==> src/rtl/result_writer.sv <==
// Result writer: streams one frame of DEPTH result words into memory starting at BASE_ADDR,
// either stopping when the frame is complete or wrapping continuously.
module result_writer #(
    parameter int DATA_W    = 24,
    parameter int ADDR_W    = 4,
    parameter int DEPTH     = 9,
    parameter int BASE_ADDR = 0,
    parameter int WRAP      = 0
) (
    input  logic              clk,
    input  logic              reset,
    input  logic              clear,
    input  logic              in_valid,
    input  logic [DATA_W-1:0] in_data,
    output logic              in_ready,
    output logic              mem_we,
    output logic [ADDR_W-1:0] mem_addr,
    output logic [DATA_W-1:0] mem_wdata,
    output logic [ADDR_W:0]   count,
    output logic              frame_done,
    output logic [7:0]        frame_cnt,
    output logic              full,
    output logic              overflow
);

    typedef enum logic [0:0] {
        ST_RUN  = 1'b0,
        ST_FULL = 1'b1
    } state_t;

    localparam logic [ADDR_W-1:0] BASE_A   = ADDR_W'(BASE_ADDR);
    localparam logic [ADDR_W:0]   LAST_IDX = (ADDR_W+1)'(DEPTH - 1);
    localparam logic [ADDR_W:0]   DEPTH_C  = (ADDR_W+1)'(DEPTH);
    localparam logic              WRAP_EN  = (WRAP != 0);

    state_t            r_state;
    state_t            w_state_nxt;
    logic              w_ready;
    logic              w_accept;
    logic              w_last;
    logic [ADDR_W:0]   r_index;
    logic              r_mem_we;
    logic [ADDR_W-1:0] r_mem_addr;
    logic [DATA_W-1:0] r_mem_wdata;
    logic              r_frame_done;
    logic [7:0]        r_frame_cnt;
    logic              r_overflow;

    assign w_ready  = (r_state == ST_RUN) && !clear && !reset;
    assign w_accept = in_valid && w_ready;
    assign w_last   = (r_index == LAST_IDX);

    // State register
    always_ff @(posedge clk) begin
        if (reset) begin
            r_state <= ST_RUN;
        end else begin
            r_state <= w_state_nxt;
        end
    end

    // Next-state logic: clear always returns to RUN, last word of a stop-mode frame goes FULL
    always_comb begin
        w_state_nxt = r_state;
        case (r_state)
            ST_RUN: begin
                if (w_accept && w_last && !WRAP_EN) begin
                    w_state_nxt = ST_FULL;
                end else begin
                    w_state_nxt = ST_RUN;
                end
            end
            ST_FULL: w_state_nxt = ST_FULL;
            default: w_state_nxt = ST_RUN;
        endcase
        if (clear) begin
            w_state_nxt = ST_RUN;
        end else begin
            w_state_nxt = w_state_nxt;
        end
    end

    // Write launch, frame indexing and status flags
    always_ff @(posedge clk) begin
        if (reset) begin
            r_index      <= '0;
            r_mem_we     <= 1'b0;
            r_mem_addr   <= '0;
            r_mem_wdata  <= '0;
            r_frame_done <= 1'b0;
            r_frame_cnt  <= 8'd0;
            r_overflow   <= 1'b0;
        end else if (clear) begin
            r_index      <= '0;
            r_mem_we     <= 1'b0;
            r_frame_done <= 1'b0;
            r_overflow   <= 1'b0;
        end else begin
            r_mem_we     <= w_accept;
            r_frame_done <= w_accept && w_last;
            if (w_accept) begin
                r_mem_addr  <= BASE_A + r_index[ADDR_W-1:0];
                r_mem_wdata <= in_data;
                if (w_last) begin
                    r_frame_cnt <= r_frame_cnt + 8'd1;
                    r_index     <= WRAP_EN ? '0 : DEPTH_C;
                end else begin
                    r_index <= r_index + (ADDR_W+1)'(1);
                end
            end
            if ((r_state == ST_FULL) && in_valid) begin
                r_overflow <= 1'b1;
            end
        end
    end

    // Reset forces every output low immediately, which also kills a write launched just before it
    assign in_ready   = w_ready;
    assign mem_we     = r_mem_we && !reset;
    assign mem_addr   = reset ? '0 : r_mem_addr;
    assign mem_wdata  = reset ? '0 : r_mem_wdata;
    assign count      = reset ? '0 : r_index;
    assign frame_done = r_frame_done && !reset;
    assign frame_cnt  = reset ? 8'd0 : r_frame_cnt;
    assign full       = (r_state == ST_FULL) && !reset;
    assign overflow   = r_overflow && !reset;

endmodule
==> config.mk <==
export PLATFORM = sky130hd
export DESIGN_NAME = result_writer
export DESIGN_NICKNAME = d
export VERILOG_FILES = /design/src/rtl/result_writer.sv
export SDC_FILE = /design/constraint.sdc
export NUM_CORES = 1
export LEC_CHECK = 0
export BUFFER_PORTS_ARGS = -buffer_cell sky130_fd_sc_hd__buf_2
export CAP_MARGIN = 10
export CORE_AREA = 2 2 99 53
export DETAILED_ROUTE_END_ITERATION = 8
export DIE_AREA = 0 0 101 55
export GPL_TIMING_DRIVEN = 1
export PLACE_DENSITY = 0.73
export SYNTH_ARGS = -nofsm -noshare
export SYNTH_HDL_FRONTEND = slang
export SYNTH_SLANG_ARGS = --single-unit
==> constraint.sdc <==
create_clock -name clk -period 2.13 [get_ports clk]
set_clock_uncertainty 0.2 [all_clocks]
set_input_delay 0.5325 -clock clk [delete_from_list [all_inputs] [get_ports clk]]
set_output_delay 0.5325 -clock clk [all_outputs]
set_load 0.02 [all_outputs]
==> flow_summary_export.csv, run 1 <==
group,metric,value,unit
route,drt_wl_total,4124,um
global_routing,overall_overflow_remaining_after_global_route,0,
timing,finalSetupViolations,0,
synth,ys_seq_elements,45,
cts,clkSlewWorstSetupHoldPaths,0.08,ns
cts,clock_path_buffers,2,
synth,synth.lib_cells_used.distinct,29,
global_routing,grtUsageMet2,0.2378,
job,timing.max_cap.violations,0,
cts,cts_bufs_inserted,5,
cts,cts_tree,"built",
critical_path,r2r_start,"r_index[1]",
power_and_ir_drop,netSwitchingFraction,0.2259,
power_and_ir_drop,vdd_ir_drop_max,0.2818,mV
synth,synth_seq_area_share,0.4630,
synth,synthAdderAreaFrac,0.01929,
placed_design,post-place-cells,334,
die,std_cell_rows,18,
cells_and_area,antenna-diode-count,0,
hold_path,min-delay-path-class,"input pin to register",
synth,synth.most_common_cell,"dfxtp_1",
die,floorplan.die_area,0.005555,mm^2
synth,synth-edff-count,0,
die,floorplan.die.height,55,um
cells_and_area,nets,313,
cts,cts_hold_buffers,0,
route,post-route-drc-count,0,
power_and_ir_drop,p_leak,1.301,nW
timing,max_slew.worst_pin.slew,0.4997,ns
hold_path,sink_of_the_worst_hold_path,"r_mem_wdata[1]",
synth,synth_simple_gate_area_share,0.2386,
hold_path,min_path_cells,2,
synth,number_of_warnings_issued_by_yosys,0,
placed_design,dpl.hpwl,3109,um
synth,synthTopCellsByArea,"dfxtp_1 (46%), mux2_2 (19%), nor2b_1 (13%)",
route,pre_repair_dr_iteration_count,4,
power_and_ir_drop,intPower,0.001216,W
timing,max_transition_viols_final,0,
route,wire_per_inst,12.06,um
critical_path,worstPathMaxFanout,3,
timing,count_of_endpoints_failing_hold_in_the_final_timing_report,0,
cells_and_area,finalNonFillerCells,342,
cts,clkSinkCount,45,
synth,number_of_nets_produced_by_synthesis,222,
global_routing,first_global_vias,1356,
die,die_outline_width,101,um
power_and_ir_drop,power_frac_comb,0.115,
power_and_ir_drop,power.density,584.7,mW/mm^2
critical_path,setup.worst_path.end_class,"register",
placed_design,finalWeightedCongestion,0.7490,
synth,post_synthesis_mux_area_share,0.2039,
synth,synth_cells,191,
global_routing,antenna_found_initial,0,
cells_and_area,final_core_utilization,0.5683,
status,result_of_the_run,"completed",
global_routing,grt_pass1_wl,6272,um
synth,main_combinational_cell_family_by_area_after_synthesis,"simple AND/OR/NAND/NOR gates",
synth,synth_xor_area_frac,0,
route,antenna_violating_nets_post_route,0,
cts,cts_max_level,2,
timing,max_slew_margin,0.6623,
critical_path,ff2ff_path_depth,5,
global_routing,grt.met1_usage,0.1942,
critical_path,regToRegEndpoint,"r_frame_cnt[6]",
synth,synthesis.area,0.001946,mm^2
critical_path,worst-r2r-setup-slack,0.001,ns
timing,grt_setup_unrepaired,"true",
global_routing,grt_start_max_net_pins,34,
timing,period_needed,2.129,ns
global_routing,gr-usage-all-layers,0.1481,
route,routed_vias,1616,
synth,async_flop_share,0,
global_routing,grt.busiest_layer,"met2",
synth,synth.cells.most_frequent,"dfxtp_1 (45), nor2b_1 (41), mux2_2 (32), nor2_1 (10), clkbuf_1 (9)",
timing,maxClockFrequency,469.8,MHz
power_and_ir_drop,sequentialPowerShare,0.556,
synth,synth.largest_area_cell,"dfxtp_1",
cells_and_area,area_growth,38.14,%
critical_path,timing_worst_setup_path_type,"register to register",
timing,fin_crit_sh,0.9994,
cts,clock_latency,0.28,ns
route,initialDrtViolationCount,27,
die,initial_core_util,0.4114,
critical_path,timing.critical_path.required,2.11,ns
route,avgViaCountPerCell,4.725,
power_and_ir_drop,p_clk_frac,0.329,
synth,synth_compound_area_frac,0.03537,
cells_and_area,post_route_cells_drive_above_1_share,0.5638,
critical_path,timing.critical_path.from_type,"register",
global_routing,met3_grt_util,0.06156,
power_and_ir_drop,power.switching,0.0003550,W
die,top_level_ports,74,
placed_design,place.port_buffers,73,
hold_path,hp-start,"in_data[1]",
die,core,0.004730,mm^2
synth,top_reg_cell_synth,"dfxtp_1",
synth,yosys.area.top_type_share,0.4630,
critical_path,critical_path_arrival,2.11,ns
cts,clock_tree.root_cell,"clkbuf_8",
synth,syn_avg_cell_area,10.19,um^2
sequential cells by signal (all words and copies together) (netlist names):
register and count:
r_state 1, r_overflow 1, r_frame_done 1, r_frame_cnt 8, r_index 5, r_mem_addr 4
r_mem_we 1, r_mem_wdata 24
layout by cell type (no fill, tap or decap), types with 2 or more instances in the layout:
| master | instances |
|---|---|
| buf_6 | 2 |
| nand2_1 | 3 |
| nor2b_2 | 9 |
| dfxtp_1 | 44 |
| nor2_2 | 2 |
| inv_1 | 3 |
| clkbuf_8 | 6 |
| nor2b_1 | 32 |
| inv_2 | 3 |
| ha_1 | 2 |
| nand4_1 | 3 |
| buf_2 | 71 |
| a21boi_1 | 2 |
| a21oi_1 | 4 |
| nor2_1 | 8 |
| mux2_4 | 2 |
| o21ai_0 | 4 |
| or3_1 | 3 |
| nor3_2 | 3 |
| mux2_2 | 31 |
| buf_4 | 23 |
| nand3_1 | 7 |
per-layer routing:
metal / vias up / wire, um
met5: - / 0
met4: 0 / 0
met3: 0 / 289
met2: 47 / 1708
met1: 741 / 2125
li1: 828 / -
how the worst max path moves through the flow:
stage / to / from / slack (ns)
finish: r_frame_cnt[6] / r_index[1] / 0.001
CTS: frame_cnt[5] / reset / -0.002
floorplan: r_frame_cnt[6] / reset / -0.08
global route: r_frame_cnt[6] / r_index[1] / -0.02
detailed placement: r_frame_cnt[6] / reset / -0.15
global placement: r_frame_cnt[6] / reset / -0.14
repair_timing:
action                                  4_1_cts  5_1_grt
setup buffers                                 0        1
endpoints found under the setup margin        5       28
pin swaps                                     1        0
resized for setup                            10        9
per-stage QoR:
step                      setup slack, ns  hold WS [ns]  cell area, um^2  setup TNS (ns)  total power (W)
after floorplan                  -0.08304        0.2635             1989         -0.2615        0.0009995
after global placement            -0.1374        0.2966             2526          -1.661         0.001065
after detailed placement          -0.1528        0.3379             2526          -2.185         0.001070
after CTS                       -0.001599        0.2570             2648       -0.001599         0.001600
after global routing             -0.02193        0.2623             2688        -0.02193         0.001653
final                            0.001211        0.2690             2688               0         0.001572
cells by family after synthesis:
group / count (synthesis)
multiplexers: 35
AND/OR/NAND/NOR: 78
adder cells (fa/ha/maj): 3
flip-flops: 45
buffers and inverters: 18
AO/OA/AOI/OAI: 12
power groups by stage:
stage / Clock (W) / Sequential [W] / Combinational (W)
after floorplan: 0 / 0.000893 / 0.000106
after global placement: 0 / 0.000893 / 0.000173
after detailed placement: 0 / 0.000893 / 0.000176
after CTS: 0.000547 / 0.000874 / 0.000180
after global routing: 0.000579 / 0.000877 / 0.000198
final: 0.000517 / 0.000874 / 0.000181
area by class of cell:
type | instances | area, um^2
Inverter | 6 | 22.52
Fill cell | 453 | 2042
Tap cell | 60 | 75.07
Multi-Input combinational cell | 128 | 1051
Clock buffer | 7 | 86.33
Sequential cell | 45 | 902.1
Timing Repair Buffer | 96 | 550.5
worst max-delay path, cell delays in order, from the launching register on:
cell     delay (ns)
dfxtp_2        0.33
inv_2          0.07
ha_4           0.13
or4bb_4        0.49
or4_4          0.50
mux2_4         0.30
Note: power is estimated with default switching activity, not from simulation.
==> run 2, diff against run 1 <==
CORE_AREA = 2 2 90 49   (was 2 2 99 53)
DIE_AREA = 0 0 92 51   (was 0 0 101 55)
PLACE_DENSITY = 0.91   (was 0.73)
clock period = 2.7 ns   (was 2.13 ns; I/O delays follow)
==> flow_summary_export.csv, run 2 (synthesis results as in run 1) <==
group,metric,value,unit
status,result_of_the_run,"completed",
critical_path,timing.critical_path.from_type,"register",
critical_path,cp_slowest_stage_delay,0.61,ns
route,wire_per_inst,12.21,um
cts,post_cts_resized,0,
global_routing,grt_start_max_net_pins,56,
global_routing,antenna_found_initial,0,
placed_design,dpl.hpwl,2815,um
placed_design,finalWeightedCongestion,0.7967,
power_and_ir_drop,vdd_ir_drop_max,0.3145,mV
global_routing,gr-usage-all-layers,0.1719,
cts,clkSlewWorstSetupHoldPaths,0.08,ns
die,std_cell_rows,17,
global_routing,first_global_vias,1441,
die,top_level_ports,74,
critical_path,slowest_stage,"or4bb_1",
hold_path,hp-start,"r_index[4]",
cells_and_area,regMostFlops,"r_mem_wdata",
route,drt_wl_total,3921,um
hold_path,sink_of_the_worst_hold_path,"r_index[4]",
route,routed_vias,1584,
cells_and_area,reg_top3,"r_mem_wdata x24, r_frame_cnt x8, r_index x5",
cells_and_area,fillers,367,
die,floorplan.die.height,51,um
power_and_ir_drop,power.switching,0.0002860,W
cells_and_area,final_core_utilization,0.6152,
timing,max_transition_viols_final,0,
power_and_ir_drop,sequentialPowerShare,0.519,
critical_path,worstPathMaxFanout,6,
timing,max_slew.worst_pin.slew,0.5004,ns
route,pre_repair_dr_iteration_count,4,
cts,clock_path_buffers,2,
route,antenna_violating_nets_post_route,0,
cts,cts_tree,"built",
cts,clock_tree.root_cell,"clkbuf_8",
placed_design,placement.setup.worst_slack,0.1270,ns
cells_and_area,commonest_cells_after_routing_fill_and_taps_aside,"buf_2 (73), dfxtp_1 (45), nor2b_1 (41)",
critical_path,regToRegEndpoint,"r_frame_cnt[6]",
die,die_outline_width,92,um
cells_and_area,largest_register_ffs,24,
cts,cts_hold_buffers,0,
critical_path,critical_path_arrival,2.36,ns
power_and_ir_drop,p_leak,1.206,nW
critical_path,setup.worst_path.end_class,"register",
critical_path,r2r_start,"r_index[0]",
timing,max_slew_margin,0.6619,
cells_and_area,nets,294,
die,initial_core_util,0.4814,
critical_path,timing_worst_setup_path_type,"register to register",
cts,cts_max_level,2,
power_and_ir_drop,power.density,536.0,mW/mm^2
job,timing.max_cap.violations,0,
timing,grt_setup_unrepaired,"false",
critical_path,ff2ff_path_depth,5,
cts,cts_bufs_inserted,5,
global_routing,overall_overflow_remaining_after_global_route,0,
timing,fin_crit_sh,0.8820,
cells_and_area,final_cell_area,0.002486,mm^2
critical_path,path_delay_family,"simple AND/OR/NAND/NOR gates",
cts,clkSinkCount,45,
power_and_ir_drop,power_frac_comb,0.093,
placed_design,placed_cell_area,0.002370,mm^2
cells_and_area,area_growth,27.78,%
cells_and_area,post_route_cells_drive_above_1_share,0.4545,
hold_path,min-delay-path-class,"register to register",
hold_path,min_path_cells,2,
power_and_ir_drop,netSwitchingFraction,0.2146,
critical_path,timing.critical_path.required,2.68,ns
cts,clock_latency,0.29,ns
die,core,0.004041,mm^2
cells_and_area,antenna-diode-count,0,
timing,finalSetupViolations,0,
route,initialDrtViolationCount,70,
critical_path,worst-r2r-setup-slack,0.32,ns
timing,maxClockFrequency,419.9,MHz
die,floorplan.die_area,0.004692,mm^2
placed_design,place.port_buffers,73,
timing,period_needed,2.382,ns
global_routing,grt_pass1_wl,6306,um
route,avgViaCountPerCell,4.935,
power_and_ir_drop,p_clk_frac,0.388,
critical_path,cp_num_buf_inv,1,
cts,post_cts_buffers,0,
cells_and_area,layout.cells.most_common,"buf_2",
timing,postLayoutSetupSlackWorst,0.3185,ns
power_and_ir_drop,intPower,0.001047,W
route,post-route-drc-count,0,
critical_path,worstPathCellList,"inv_1 -> ha_1 -> or4bb_1 -> or4_4 -> mux2_4",
timing,fin_setup_tns,0,ns
timing,count_of_endpoints_failing_hold_in_the_final_timing_report,0,
## run 2: cell types whose count changed in the layout (fill, tap and decap cells not counted), moves of 3 or more
cell | before | now
nor3_1 | 1 | 4
nor2b_2 | 9 | 0
nor3_2 | 3 | 0
nor2b_1 | 32 | 41
buf_4 | 23 | 3
## run 2: worst register-to-register path, stage by stage, from the launching register on
cell and delay [ns]:
dfxtp_1 0.37, inv_1 0.10, ha_1 0.17, or4bb_1 0.61, or4_4 0.53, mux2_4 0.30
## run 2: power by group through the flow
stage | logic, W | clock network, W | registers [W]
2_1_floorplan | 0.0000811 | 0 | 0.000705
3_3_place_gp | 0.000123 | 0 | 0.000706
3_5_place_dp | 0.000125 | 0 | 0.000707
4_1_cts | 0.000125 | 0.000537 | 0.000691
5_1_grt | 0.000136 | 0.000567 | 0.000694
6_report | 0.000124 | 0.000518 | 0.000691
## run 2: how the worst max path moves through the flow
stage / slack (ns) / from / cells after the start / endpoint
3_5_place_dp: 0.13 / reset / 5 / r_frame_cnt[7]
6_report: 0.32 / r_index[0] / 5 / r_frame_cnt[6]
2_1_floorplan: 0.04 / reset / 4 / in_ready
3_3_place_gp: 0.16 / reset / 5 / r_frame_cnt[7]
5_1_grt: 0.24 / r_index[0] / 5 / r_frame_cnt[6]
4_1_cts: 0.32 / r_index[0] / 5 / r_frame_cnt[6]
## run 2: area by class of cell
class                           instances  area (um^2)  share of cell area
Multi-Input combinational cell        128        967.2              0.3890
Inverter                                6        22.52            0.009059
Clock inverter                          1        30.03             0.01208
Clock buffer                            7        86.33             0.03473
Tap cell                               57        71.32             0.02869
Timing Repair Buffer                   77        407.9              0.1641
Sequential cell                        45        900.9              0.3624
## run 2: per-stage QoR
step	std cells	power, W	hold WS (ns)
2_1_floorplan	191	0.0007858	0.2635
3_3_place_gp	313	0.0008283	0.2787
3_5_place_dp	313	0.0008317	0.2935
4_1_cts	321	0.001354	0.3055
5_1_grt	321	0.001397	0.3283
6_report	321	0.001333	0.3057
## run 2: layer usage
metal / part of all wire / routed length, um / GRT usage / up-vias
met1: 0.48 / 1893 / 0.2081 / 736
li1: - / - / - / 791
met5: 0 / 0 / 0 / -
met2: 0.43 / 1671 / 0.2880 / 52
met3: 0.082 / 323 / 0.06637 / 5
met4: 0.0084 / 33 / 0.05224 / 0
